**src/rtl/alu_seq_pkg.sv**
```systemverilog
// Shared constants and types for the ALU command sequencer.
package alu_seq_pkg;

  localparam logic [3:0] OP_AND     = 4'd0;
  localparam logic [3:0] OP_NOR     = 4'd1;
  localparam logic [3:0] OP_NAND    = 4'd2;
  localparam logic [3:0] OP_OR      = 4'd3;
  localparam logic [3:0] OP_XOR     = 4'd4;
  localparam logic [3:0] OP_NOT     = 4'd5;
  localparam logic [3:0] OP_ADD     = 4'd6;
  localparam logic [3:0] OP_SUB     = 4'd7;
  localparam logic [3:0] OP_CMP     = 4'd8;
  localparam logic [3:0] OP_MUL     = 4'd9;
  localparam logic [3:0] OP_EVENPAR = 4'd10;
  localparam logic [3:0] OP_ODDPAR  = 4'd11;
  localparam logic [3:0] OP_DEC     = 4'd12;
  localparam logic [3:0] OP_INC     = 4'd13;
  localparam logic [3:0] OP_XNOR    = 4'd14;
  localparam logic [3:0] OP_SHIFT   = 4'd15;

  // Bit positions inside the 7-bit flag bus {Cout, Bout, compG, compE, compL, parA, parB}
  localparam int unsigned FLG_COUT  = 6;
  localparam int unsigned FLG_BOUT  = 5;
  localparam int unsigned FLG_COMPG = 4;
  localparam int unsigned FLG_COMPE = 3;
  localparam int unsigned FLG_COMPL = 2;
  localparam int unsigned FLG_PARA  = 1;
  localparam int unsigned FLG_PARB  = 0;

  typedef enum logic [1:0] {
    ST_IDLE   = 2'd0,
    ST_SETTLE = 2'd1,
    ST_RESP   = 2'd2
  } seqState_t;

  // Enable vector the ALU decoder must produce for a given select value
  function automatic logic [15:0] selOneHot(input logic [3:0] sel);
    return 16'h0001 << sel;
  endfunction

endpackage

```
**src/rtl/alu_op_sequencer_if.sv**
```systemverilog
// Command/response handshake bundle between a requester and the sequencer.
interface alu_op_sequencer_if;
  logic       cmd_valid;
  logic       cmd_ready;
  logic [3:0] cmd_op;
  logic [3:0] cmd_a;
  logic [3:0] cmd_b;
  logic       cmd_shift;
  logic       rsp_valid;
  logic       rsp_ready;
  logic [3:0] rsp_op;
  logic [7:0] rsp_data;
  logic [6:0] rsp_flags;
  logic       rsp_err;

  modport master (
    output cmd_valid, cmd_op, cmd_a, cmd_b, cmd_shift, rsp_ready,
    input  cmd_ready, rsp_valid, rsp_op, rsp_data, rsp_flags, rsp_err
  );

  modport slave (
    input  cmd_valid, cmd_op, cmd_a, cmd_b, cmd_shift, rsp_ready,
    output cmd_ready, rsp_valid, rsp_op, rsp_data, rsp_flags, rsp_err
  );
endinterface

```
**src/rtl/alu_sel_onehot_chk.sv**
```systemverilog
// Flags an ALU enable vector that is not the one-hot decode of the select lines.
module alu_sel_onehot_chk
  import alu_seq_pkg::*;
(
  input  logic [3:0]  sel,
  input  logic [15:0] en,
  output logic        mismatch
);

  // Any extra, missing or misplaced enable bit counts as a mismatch
  always_comb mismatch = (en != selOneHot(sel));

endmodule

```
**src/rtl/alu_op_sequencer.sv**
```systemverilog
// Front end for the 16-function 4-bit ALU: accepts a command, holds the ALU
// inputs for SETTLE_CYCLES, captures result/flags and returns a response.
module alu_op_sequencer
  import alu_seq_pkg::*;
#(
  parameter int unsigned SETTLE_CYCLES = 1,
  parameter int unsigned ERRW          = 8
) (
  input  logic                clk,
  input  logic                rst,
  alu_op_sequencer_if.slave   bus,
  output logic [3:0]          alu_sel,
  output logic [3:0]          alu_a,
  output logic [3:0]          alu_b,
  output logic                alu_shift,
  input  logic [15:0]         alu_en,
  input  logic [7:0]          alu_res,
  input  logic [6:0]          alu_flags,
  output logic [ERRW-1:0]     err_cnt
);

  localparam logic [3:0] SETTLE_LOAD = 4'(SETTLE_CYCLES - 1);

  seqState_t  state;
  seqState_t  stateNext;
  logic [3:0] settleCnt;
  logic       accept;
  logic       capture;
  logic       rspDone;
  logic       selMismatch;
  logic [3:0] rspOp;
  logic [7:0] rspData;
  logic [6:0] rspFlags;
  logic       rspErr;

  alu_sel_onehot_chk uChk (
    .sel      (alu_sel),
    .en       (alu_en),
    .mismatch (selMismatch)
  );

  // Handshake events derived from the current state
  always_comb begin
    accept  = (state == ST_IDLE)   && bus.cmd_valid;
    capture = (state == ST_SETTLE) && (settleCnt == '0);
    rspDone = (state == ST_RESP)   && bus.rsp_ready;
  end

  // State register
  always_ff @(posedge clk) begin
    if (rst) state <= ST_IDLE;
    else     state <= stateNext;
  end

  // Next-state logic
  always_comb begin
    stateNext = state;
    unique case (state)
      ST_IDLE:   if (accept)  stateNext = ST_SETTLE;
      ST_SETTLE: if (capture) stateNext = ST_RESP;
      ST_RESP:   if (rspDone) stateNext = ST_IDLE;
      default:   stateNext = ST_IDLE;
    endcase
  end

  // Handshake outputs decoded from state; cmd_ready only returns a cycle after the response handshake
  always_comb begin
    bus.cmd_ready = (state == ST_IDLE);
    bus.rsp_valid = (state == ST_RESP);
    bus.rsp_op    = rspOp;
    bus.rsp_data  = rspData;
    bus.rsp_flags = rspFlags;
    bus.rsp_err   = rspErr;
  end

  // Settle counter: loaded on acceptance, counts down to the capture cycle
  always_ff @(posedge clk) begin
    if (rst)                                     settleCnt <= '0;
    else if (accept)                             settleCnt <= SETTLE_LOAD;
    else if (state == ST_SETTLE && settleCnt != '0) settleCnt <= settleCnt - 4'd1;
  end

  // ALU drive registers and response opcode, updated only on command acceptance
  always_ff @(posedge clk) begin
    if (rst) begin
      alu_sel   <= '0;
      alu_a     <= '0;
      alu_b     <= '0;
      alu_shift <= 1'b0;
      rspOp     <= '0;
    end else if (accept) begin
      alu_sel   <= bus.cmd_op;
      alu_a     <= bus.cmd_a;
      alu_b     <= bus.cmd_b;
      alu_shift <= bus.cmd_shift;
      rspOp     <= bus.cmd_op;
    end
  end

  // Result capture; held until the next capture
  always_ff @(posedge clk) begin
    if (rst) begin
      rspData  <= '0;
      rspFlags <= '0;
      rspErr   <= 1'b0;
    end else if (capture) begin
      rspData  <= alu_res;
      rspFlags <= alu_flags;
      rspErr   <= selMismatch;
    end
  end

  // Saturating enable-mismatch counter, cleared only by reset
  always_ff @(posedge clk) begin
    if (rst)                                          err_cnt <= '0;
    else if (capture && selMismatch && err_cnt != '1) err_cnt <= err_cnt + ERRW'(1);
  end

endmodule

```
**src/flat_wrapper.sv**
```systemverilog
// flat-port wrapper written by rule: the top's interface ports become plain ports
module alu_op_sequencer_flat import alu_seq_pkg::*;
#(
  parameter int unsigned SETTLE_CYCLES = 1,
  parameter int unsigned ERRW          = 8
)
  (clk, rst, alu_sel, alu_a, alu_b, alu_shift, alu_en, alu_res, alu_flags, err_cnt, bus_cmd_valid, bus_cmd_op, bus_cmd_a, bus_cmd_b, bus_cmd_shift, bus_rsp_ready, bus_cmd_ready, bus_rsp_valid, bus_rsp_op, bus_rsp_data, bus_rsp_flags, bus_rsp_err);
  alu_op_sequencer_if bus_i ();
  input  logic clk;
  input  logic rst;
  output logic [3:0] alu_sel;
  output logic [3:0] alu_a;
  output logic [3:0] alu_b;
  output logic alu_shift;
  input  logic [15:0] alu_en;
  input  logic [7:0] alu_res;
  input  logic [6:0] alu_flags;
  output logic [ERRW-1:0] err_cnt;
  input wire logic [$bits(bus_i.cmd_valid)-1:0] bus_cmd_valid;
  input wire logic [$bits(bus_i.cmd_op)-1:0] bus_cmd_op;
  input wire logic [$bits(bus_i.cmd_a)-1:0] bus_cmd_a;
  input wire logic [$bits(bus_i.cmd_b)-1:0] bus_cmd_b;
  input wire logic [$bits(bus_i.cmd_shift)-1:0] bus_cmd_shift;
  input wire logic [$bits(bus_i.rsp_ready)-1:0] bus_rsp_ready;
  output wire logic [$bits(bus_i.cmd_ready)-1:0] bus_cmd_ready;
  output wire logic [$bits(bus_i.rsp_valid)-1:0] bus_rsp_valid;
  output wire logic [$bits(bus_i.rsp_op)-1:0] bus_rsp_op;
  output wire logic [$bits(bus_i.rsp_data)-1:0] bus_rsp_data;
  output wire logic [$bits(bus_i.rsp_flags)-1:0] bus_rsp_flags;
  output wire logic [$bits(bus_i.rsp_err)-1:0] bus_rsp_err;
  assign bus_i.cmd_valid = bus_cmd_valid;
  assign bus_i.cmd_op = bus_cmd_op;
  assign bus_i.cmd_a = bus_cmd_a;
  assign bus_i.cmd_b = bus_cmd_b;
  assign bus_i.cmd_shift = bus_cmd_shift;
  assign bus_i.rsp_ready = bus_rsp_ready;
  assign bus_cmd_ready = bus_i.cmd_ready;
  assign bus_rsp_valid = bus_i.rsp_valid;
  assign bus_rsp_op = bus_i.rsp_op;
  assign bus_rsp_data = bus_i.rsp_data;
  assign bus_rsp_flags = bus_i.rsp_flags;
  assign bus_rsp_err = bus_i.rsp_err;
  alu_op_sequencer #(.SETTLE_CYCLES(SETTLE_CYCLES), .ERRW(ERRW)) u_core (.clk(clk), .rst(rst), .bus(bus_i), .alu_sel(alu_sel), .alu_a(alu_a), .alu_b(alu_b), .alu_shift(alu_shift), .alu_en(alu_en), .alu_res(alu_res), .alu_flags(alu_flags), .err_cnt(err_cnt));
endmodule
```
**config.mk**
```make
export PLATFORM = sky130hd
export DESIGN_NAME = alu_op_sequencer_flat
export DESIGN_NICKNAME = d
export VERILOG_FILES = /design/src/rtl/alu_seq_pkg.sv /design/src/rtl/alu_op_sequencer_if.sv /design/src/rtl/alu_sel_onehot_chk.sv /design/src/rtl/alu_op_sequencer.sv /design/src/flat_wrapper.sv
export SDC_FILE = /design/constraint.sdc
export NUM_CORES = 1
export LEC_CHECK = 0
export CAP_MARGIN = 20
export CORE_ASPECT_RATIO = 0.5
export CORE_MARGIN = 2
export CORE_UTILIZATION = 48
export CTS_BUF_LIST = sky130_fd_sc_hd__clkbuf_4 sky130_fd_sc_hd__clkbuf_8
export CTS_CLUSTER_DIAMETER = 60
export DETAILED_ROUTE_END_ITERATION = 16
export GPL_TIMING_DRIVEN = 1
export PLACE_DENSITY = 0.87
export SLEW_MARGIN = 20
export SYNTH_ARGS = -nofsm -noshare
export SYNTH_HDL_FRONTEND = slang
export SYNTH_SLANG_ARGS = --single-unit
```
**constraint.sdc**
```tcl
create_clock -name clk -period 4.3 [get_ports clk]
set_input_delay 1.29 -clock clk [delete_from_list [all_inputs] [get_ports clk]]
set_output_delay 1.29 -clock clk [all_outputs]
set_load 0.01 [all_outputs]
```
Word level (Yosys, flattened, before mapping)

Index checks and enable logic that the tools add are counted.

Register bits: 43
Output and inout bits: 43
Word-level logic and storage cells: 35

Add/subtract/negate cells: 2
Equality and inequality tests: 7
Shift operators: 1
Muxes and demuxes: 4
Reductions and logical operators: 11

Operators with widths:

| kind                                                | number |
|---|---|
| != test 16 bit                                      | 1 |
| left shift 1 x 4 -> 16 bit, first input constant    | 1 |
| adder 8 x 1 -> 8 bit, second input constant         | 1 |
| != test 8 bit, second input constant                | 1 |
| logical AND 1 bit                                   | 6 |
| two-way mux 2 bit                                   | 3 |
| != test 2 x 1 -> 1 bit, second input constant       | 3 |
| case mux 2 bit (3 select lines)                     | 1 |
| logical NOT 4 bit                                   | 1 |
| nonzero test 4 bit                                  | 1 |
| subtractor 4 x 1 -> 4 bit, second input constant    | 1 |
| AND reduction 3 bit                                 | 1 |
| equality test 2 x 1 -> 1 bit, second input constant | 1 |
| equality test 2 bit, second input constant          | 1 |
| logical NOT 2 bit                                   | 1 |
| OR reduction 2 bit                                  | 1 |

Depth between registers and ports, before layout

Gate-level depths: netlist (run 1).

Depth after elaboration: 4
Gate-level depth with buffers: 10
Depth with buffers taken out: 7

Hierarchy

A second synthesis (run 1) with hierarchy kept.

Cells, all modules: 275
Area, all modules: 2157.1 um2

Modules (own cells, without submodules):

| module             | instances | cells an instance | area an instance (um2) | seq. area each (um2) |
|---|---|---|---|---|
| alu_op_sequencer   | 1         | 213               | 1707.9                 | 860.8 |
| alu_sel_onehot_chk | 1         | 62                | 449.2                  | 0.0 |

Least setup slack after synthesis (run 1)

OpenSTA, ideal clock, no wires.

Path type: input -> register
Start: input port alu_en[2]
End: register u_core.err_cnt[4]
Data arrival time: 2671 ps
Setup slack: 1559 ps
Stages: 8
Path buffers: 1
Cells stage by stage: nor4b_1 o21ai_0 a21oi_1 o211a_1 and4_4 buf_6 or4_1 a21oi_1

Cells in the longest elaborated chain, start to end: 3

Ends and longest elaborated chain:

| element                        | RTL line                 | text |
|---|---|---|
| from (decl)                    | flat_wrapper.sv:15       | `input logic [15:0] alu_en;` |
| != test 16 bit                 | alu_sel_onehot_chk.sv:11 | `always_comb mismatch = (en != selOneHot(sel));` |
| logical AND 1 bit (2 in a row) | alu_op_sequencer.sv:116  | `else if (capture && selMismatch && err_cnt != '1) err_cnt <= err_cnt + ERRW'(1);` |
| to (signal assigned)           | alu_op_sequencer.sv:116  |  |
| to (decl)                      | alu_op_sequencer.sv:19   | `output logic [ERRW-1:0] err_cnt` |

Every way passes these cells.
A chain may end at the register's enable or synchronous reset.

Final worst setup path (run 1)

Start: register u_core.alu_sel[3]
End: output port alu_sel[3]

RTL lines:

| element                | RTL line               | text |
|---|---|---|
| from (decl)            | alu_op_sequencer.sv:12 | `output logic [3:0] alu_sel,` |
| from (signal assigned) | alu_op_sequencer.sv:92 | `alu_sel <= bus.cmd_op;` |
| to (decl)              | flat_wrapper.sv:11     | `output logic [3:0] alu_sel;` |

No word-level cell between the ends.

==> results of run 1 <==
==> worst max path at each step <==
stage,slack (ps),start,end
3_3_place_gp,1060,alu_en[2],u_core.err_cnt[0]$_SDFFE_PP0P_
2_1_floorplan,1560,alu_en[2],u_core.err_cnt[4]$_SDFFE_PP0P_
5_1_grt,1050,alu_en[2],u_core.err_cnt[0]$_SDFFE_PP0P_
3_5_place_dp,980,alu_en[2],u_core.err_cnt[0]$_SDFFE_PP0P_
6_report,1220,u_core.alu_sel[3]$_SDFFE_PP0P_,alu_sel[3]
4_1_cts,1210,u_core.alu_sel[3]$_SDFFE_PP0P_,bus_rsp_op[3]
==> final cells by class <==
cell class                 instances  area (sq um)  share of cell area [%]
multi-input combinational        210          1194                   37.86
timing repair buffer              91         908.4                   28.81
sequential                        43         860.8                   27.30
clock buffer                       8         103.9                   3.294
tap                               57         71.32                   2.262
inverter                           4         15.01                  0.4762
==> layout by cell type (no fill, tap or decap), types with 4 or more instances in the layout <==
cell / synthesis / final
nor3_1: 6 / 6
nand2_1: 66 / 66
nor2_1: 13 / 13
inv_1: 4 / 4
clkdlybuf4s50_1: 0 / 90
clkbuf_8: 0 / 7
nor2b_1: 10 / 10
and2_1: 5 / 5
nand3_1: 7 / 7
a21oi_1: 34 / 34
o21ai_0: 7 / 7
nor3b_1: 4 / 4
dfxtp_1: 43 / 43
nand4_1: 4 / 4
==> power by group through the flow <==
stage | logic (mW) | registers [mW] | clock network (mW)
floorplan | 0.0924 | 0.446 | 0
global placement | 0.178 | 0.449 | 0
detailed placement | 0.183 | 0.450 | 0
CTS | 0.184 | 0.441 | 0.287
global route | 0.200 | 0.445 | 0.306
finish | 0.183 | 0.441 | 0.281
==> registers in the layout, indices dropped and copies added, names as in the netlist <==
| signal | cells |
|---|---|
| u_core.alu_a | 4 |
| u_core.state | 2 |
| u_core.alu_b | 4 |
| u_core.settleCnt | 4 |
| u_core.alu_shift | 1 |
| u_core.bus.rsp_data | 8 |
| u_core.bus.rsp_flags | 7 |
| u_core.err_cnt | 8 |
| u_core.alu_sel | 4 |
| u_core.bus.rsp_err | 1 |
==> kinds of logic (layout without fill, tap and decap cells) <==
kind of cell               count (synthesis)  in the layout  synth area share [%]
AOI/OAI and AO/OA                         66             66                 18.69
xor gates and xnor gates                   4              4                 1.577
and+or+nand+nor                          135            135                 30.86
buffers and inverters                     28            103                 7.545
DFF                                       43             43                 38.74
adders and majority gates                  2              2                 1.126
muxes                                      3              3                 1.464
==> stage by stage <==
step           setup slack (ps)  utilization [%]
5_1_grt                    1048            71.27
2_1_floorplan              1559                -
3_3_place_gp               1057            68.92
4_1_cts                    1207            71.27
3_5_place_dp              978.6            68.92
6_report                   1215            71.27
==> routing by layer <==
layer / global-route usage [%] / vias to the layer above / wire (um)
met2: 40.38 / 69 / 2826
met3: 6.317 / 6 / 413
met5: 0 / - / 0
met1: 25.29 / 1031 / 2422
li1: - / 1127 / -
met4: 7.763 / 0 / 46
==> flow_summary_export.csv, run 1 <==
group,metric,value,unit
run_status,run_status,"complete, no violations",
timing,worstMarginPinSlew,776.3,ps
power_and_ir_drop,power.leakage,1.111,nW
clocking,cts.sinks,43,
place,io_buffers,90,
timing,fin_setup_tns,0,ps
global_route,overflow,0,
flow_run,cap_viol_max_count,0,
timing,final_hold_viol_count,0,
global_route,antenna_found_initial,0,
timing,maxSlewViolCount,0,
setup_path,worstPathArrival,1790,ps
timing,finalSetupViolations,0,
setup_path,r2r_start,"u_core.settleCnt[0]$_SDFFE_PP0P_",
final_layout,layout.cells.non_filler,413,
setup_path,cp_slowest_cell,"dfxtp_1",
hold_path,hold_class,"flip-flop to flip-flop",
power_and_ir_drop,intPower,674.2,uW
final_layout,num-fill-cells,353,
clocking,postCtsSetupRepairBufs,0,
synthesis,syn-num-nets,331,
synthesis,synth_commonest_cells,"nand2_1, dfxtp_1, a21oi_1",
power_and_ir_drop,clockPowerShare,31.1,%
synthesis,synth_largest_area_cell,"dfxtp_1",
setup_path,crit_family,"flip-flops",
place,placed_area,0.003049,sq mm
setup_path,max_stage_delay,830,ps
final_layout,final_cell_area,0.003153,sq mm
power_and_ir_drop,p_per_area,287.2,mW/mm^2
floorplanning,die_y,52.11,um
timing,max_slew_margin,48.17,%
place,dp_hpwl,4.062,mm
floorplanning,initial_utilization,50.23,%
power_and_ir_drop,comb_power_share,20.3,%
floorplanning,ioPinCount,91,
route,drtPass1Iterations,5,
route,drc_errors,0,
synthesis,ys_seq_area_share,38.74,%
route,ant_nets,0,
global_route,grt_usage,22.15,%
timing,min_period,3085,ps
synthesis,synth_edf_count,0,
setup_path,ff2ff_path_depth,7,
synthesis,synth-seq-cells,43,
timing,whs,454.6,ps
power_and_ir_drop,p_seq_share,48.7,%
setup_path,cp_max_fo,22,
clocking,clk_latency,290,ps
floorplanning,dieArea,0.005223,sq mm
setup_path,regToRegEndpoint,"u_core.err_cnt[4]$_SDFFE_PP0P_",
synthesis,syn_inst,281,
synthesis,synth_top_area_share,38.74,%
synthesis,synthArstFlopShare,0,%
floorplanning,die_x,100.2,um
clocking,cts_tree,"yes",
final_layout,antenna_cells,0,
timing,skew,3.236,ps
global_route,grt_pass1_wl,9.273,mm
power_and_ir_drop,total_power,905.6,uW
clocking,clk_pin_slew,70,ps
setup_path,reg2reg_setup_slack,1600,ps
global_route,grt_max_degree,29,
clocking,clockBufferDepth,2,
power_and_ir_drop,switchingPower,231.3,uW
clocking,cts_resized,0,
final_layout,area_delta_synth_final,41.89,%
place,place_inst,405,
place,gp_congestion,0.9057,
synthesis,yosys_most_used_dff,"dfxtp_1",
route,dr_total_vias,2233,
setup_path,crit_required,3010,ps
setup_path,cp_num_buf_inv,1,
floorplanning,rows,17,
route,drt-initial-drc-count,142,
synthesis,yosysMostFrequentCell,"nand2_1",
setup_path,critPathKind,"flip-flop to output pin",
synthesis,synth_area,0.002222,sq mm
timing,fin_crit_sh,71.74,%
clocking,postCtsHoldBufs,0,
floorplanning,core_area,0.004424,sq mm
global_route,grt_pass1_vias,2153,
hold_path,min_to,"u_core.alu_shift$_SDFFE_PP0P_",
route,vias_per_cell,5.407,
clocking,numCtsBuffers,5,
timing,max_freq,324.2,MHz
setup_path,start_kind,"flip-flop",
power_and_ir_drop,ir_worst_vdd,0.1853,mV
power_and_ir_drop,switching_share,25.54,%
clocking,htree_levels,2,
route,post_drt_wl_per_cell,13.82,um
setup_path,end_kind,"output pin",
clocking,cts_root_buf,"clkbuf_8",
setup_path,worstSetupPathDepth,1,
synthesis,yosys-top-cells-area,"dfxtp_1, nand2_1, a21oi_1",
synthesis,ys_types,51,
route,totalWireLength,5.708,mm
timing,rsz0062_at_grt,"no",
setup_path,crit_chain,"clkdlybuf4s50_1",
final_layout,fin_nets,405,
synthesis,yosys_warnings,0,
hold_path,worstHoldPathCells,2,
synthesis,syn_area_per_cell,7.908,sq um
hold_path,min_from,"u_core.alu_shift$_SDFFE_PP0P_",
final_layout,drive_gt1_share,4.494,%
Note: power is estimated with default switching activity, not from simulation.
==> run 2, diff against run 1 <==
- CORE_UTILIZATION: 48 -> 40
- PLACE_DENSITY: 0.87 -> 0.77
- clock period: 4.3 -> 2.6 ns (I/O delays scaled with it)
==> flow_summary_export.csv, run 2 (synthesis results as in run 1) <==
group,metric,value,unit
route,totalWireLength,5.718,mm
route,post_drt_wl_per_cell,13.03,um
setup_path,cp_slowest_cell,"clkdlybuf4s50_1",
power_and_ir_drop,ir_worst_vdd,0.2511,mV
place,io_buffers,90,
final_layout,num-fill-cells,500,
power_and_ir_drop,switching_share,26.34,%
final_layout,drive_gt1_share,7.650,%
route,dr_total_vias,2266,
setup_path,cp_num_buf_inv,1,
flow_run,cap_viol_max_count,0,
place,pre_cts_ws,-202.7,ps
timing,final_hold_viol_count,0,
clocking,cts_tree,"yes",
floorplanning,rows,19,
final_layout,multiInputGateArea,0.001200,sq mm
clocking,postCtsHoldBufs,0,
route,drt-initial-drc-count,134,
timing,skew,6.980,ps
timing,worstMarginPinSlew,616.3,ps
timing,maxSlewViolCount,0,
setup_path,crit_required,2770,ps
route,drc_errors,0,
floorplanning,initial_utilization,41.00,%
setup_path,crit_family,"simple AND/OR/NAND/NOR gates",
power_and_ir_drop,intPower,1.084,mW
final_layout,fin_nets,415,
global_route,grt_pass1_wl,9.266,mm
timing,fin_setup_tns,0,ps
floorplanning,die_x,109.4,um
power_and_ir_drop,comb_power_share,22.0,%
global_route,overflow,0,
power_and_ir_drop,power.leakage,1.160,nW
floorplanning,dieArea,0.006204,sq mm
clocking,htree_levels,2,
global_route,grt_usage,18.34,%
final_layout,layout_commonest_cell,"clkdlybuf4s50_1",
hold_path,hold_class,"flip-flop to flip-flop",
setup_path,critPathKind,"input port to flip-flop",
final_layout,regArea,862.1,sq um
floorplanning,ioPinCount,91,
place,gp_congestion,0.7938,
timing,min_period,2503,ps
timing,finalSetupViolations,0,
clocking,numCtsBuffers,5,
power_and_ir_drop,p_per_area,454.1,mW/mm^2
run_status,run_status,"complete, no violations",
timing,rsz0062_at_grt,"no",
final_layout,antenna_cells,0,
clocking,clockBufferDepth,2,
timing,setup_ws,96.80,ps
global_route,grt_max_degree,29,
clocking,cts_root_buf,"clkbuf_8",
route,ant_nets,0,
setup_path,end_kind,"flip-flop",
timing,fin_crit_sh,96.28,%
place,dp_hpwl,4.251,mm
clocking,clk_latency,290,ps
setup_path,start_kind,"input port",
route,vias_per_cell,5.162,
setup_path,cp_max_fo,10,
final_layout,area_delta_synth_final,45.83,%
setup_path,crit_chain,"clkdlybuf4s50_1 > nor4bb_1 > o21ai_0 > a22oi_1 > and4_4 > nor2_1 > mux2_1",
clocking,cts.sinks,43,
floorplanning,core_area,0.005420,sq mm
final_layout,mostFrequentLayoutCells,"clkdlybuf4s50_1, nand2_1, dfxtp_1",
power_and_ir_drop,switchingPower,387.5,uW
global_route,antenna_found_initial,0,
clocking,clk_pin_slew,70,ps
power_and_ir_drop,clockPowerShare,28.9,%
timing,max_slew_margin,58.92,%
timing,max_freq,399.5,MHz
power_and_ir_drop,p_seq_share,49.1,%
global_route,grt_pass1_vias,2183,
setup_path,max_stage_delay,520,ps
floorplanning,die_y,56.71,um
route,drtPass1Iterations,4,
setup_path,worstPathArrival,2680,ps
[run 2: worst min-delay path, stage by stage (launching register included)]
cell	delay (ps)
dfxtp_1	310
nand2_1	50
a21oi_1	50
[run 2: stage by stage]
stage	total power [mW]	std cells	utilization (%)	instance area [sq um]	hold slack, ps
6_report	1.472	439	59.79	3241	454.4
5_1_grt	1.549	439	59.79	3241	482.0
3_5_place_dp	1.060	431	58.01	3144	448.7
2_1_floorplan	0.8897	281	-	2222	480.5
3_3_place_gp	1.051	431	58.01	3144	441.1
4_1_cts	1.482	439	59.65	3233	459.6
[run 2: routing by layer]
layer / GRT usage, % / vias to the layer above / share of wire, %
met2: 33.69 / 72 / 50
met1: 21.46 / 1046 / 43
met3: 3.833 / 4 / 6.0
li1: - / 1144 / -
met5: 0 / - / 0
met4: 5.244 / 0 / 0.38
[run 2: repair_timing]
item,4_1_cts,5_1_grt
buffers inserted,0,0
endpoints found under the setup margin,0,6
resized for setup,0,3
[run 2: final timing paths]
path	start	to	slack, ps	cells after the start
hold / removal	u_core.bus.rsp_err$_SDFFE_PP0P_	u_core.bus.rsp_err$_SDFFE_PP0P_	450	2
setup / recovery	alu_en[3]	u_core.err_cnt[0]$_SDFFE_PP0P_	100	7
setup reg to reg	u_core.alu_sel[1]$_SDFFE_PP0P_	u_core.err_cnt[0]$_SDFFE_PP0P_	260	8
hold reg to reg	u_core.bus.rsp_err$_SDFFE_PP0P_	u_core.bus.rsp_err$_SDFFE_PP0P_	450	2
[run 2: power groups by stage]
stage                     logic (mW)  clock network (mW)  registers (mW)
final                          0.324               0.425           0.723
after global routing           0.353               0.468           0.728
after CTS                      0.324               0.436           0.722
after detailed placement       0.323                   0           0.737
after global placement         0.316                   0           0.735
after floorplan                0.153                   0           0.737
[run 2: final cells by class]
cell class	instances	area share, %
Sequential cell	43	26.60
Timing Repair Buffer	101	30.35
Tap cell	73	2.819
Multi-Input combinational cell	210	37.03
Clock inverter	1	0.1544
Inverter	4	0.4633
Clock buffer	7	2.587
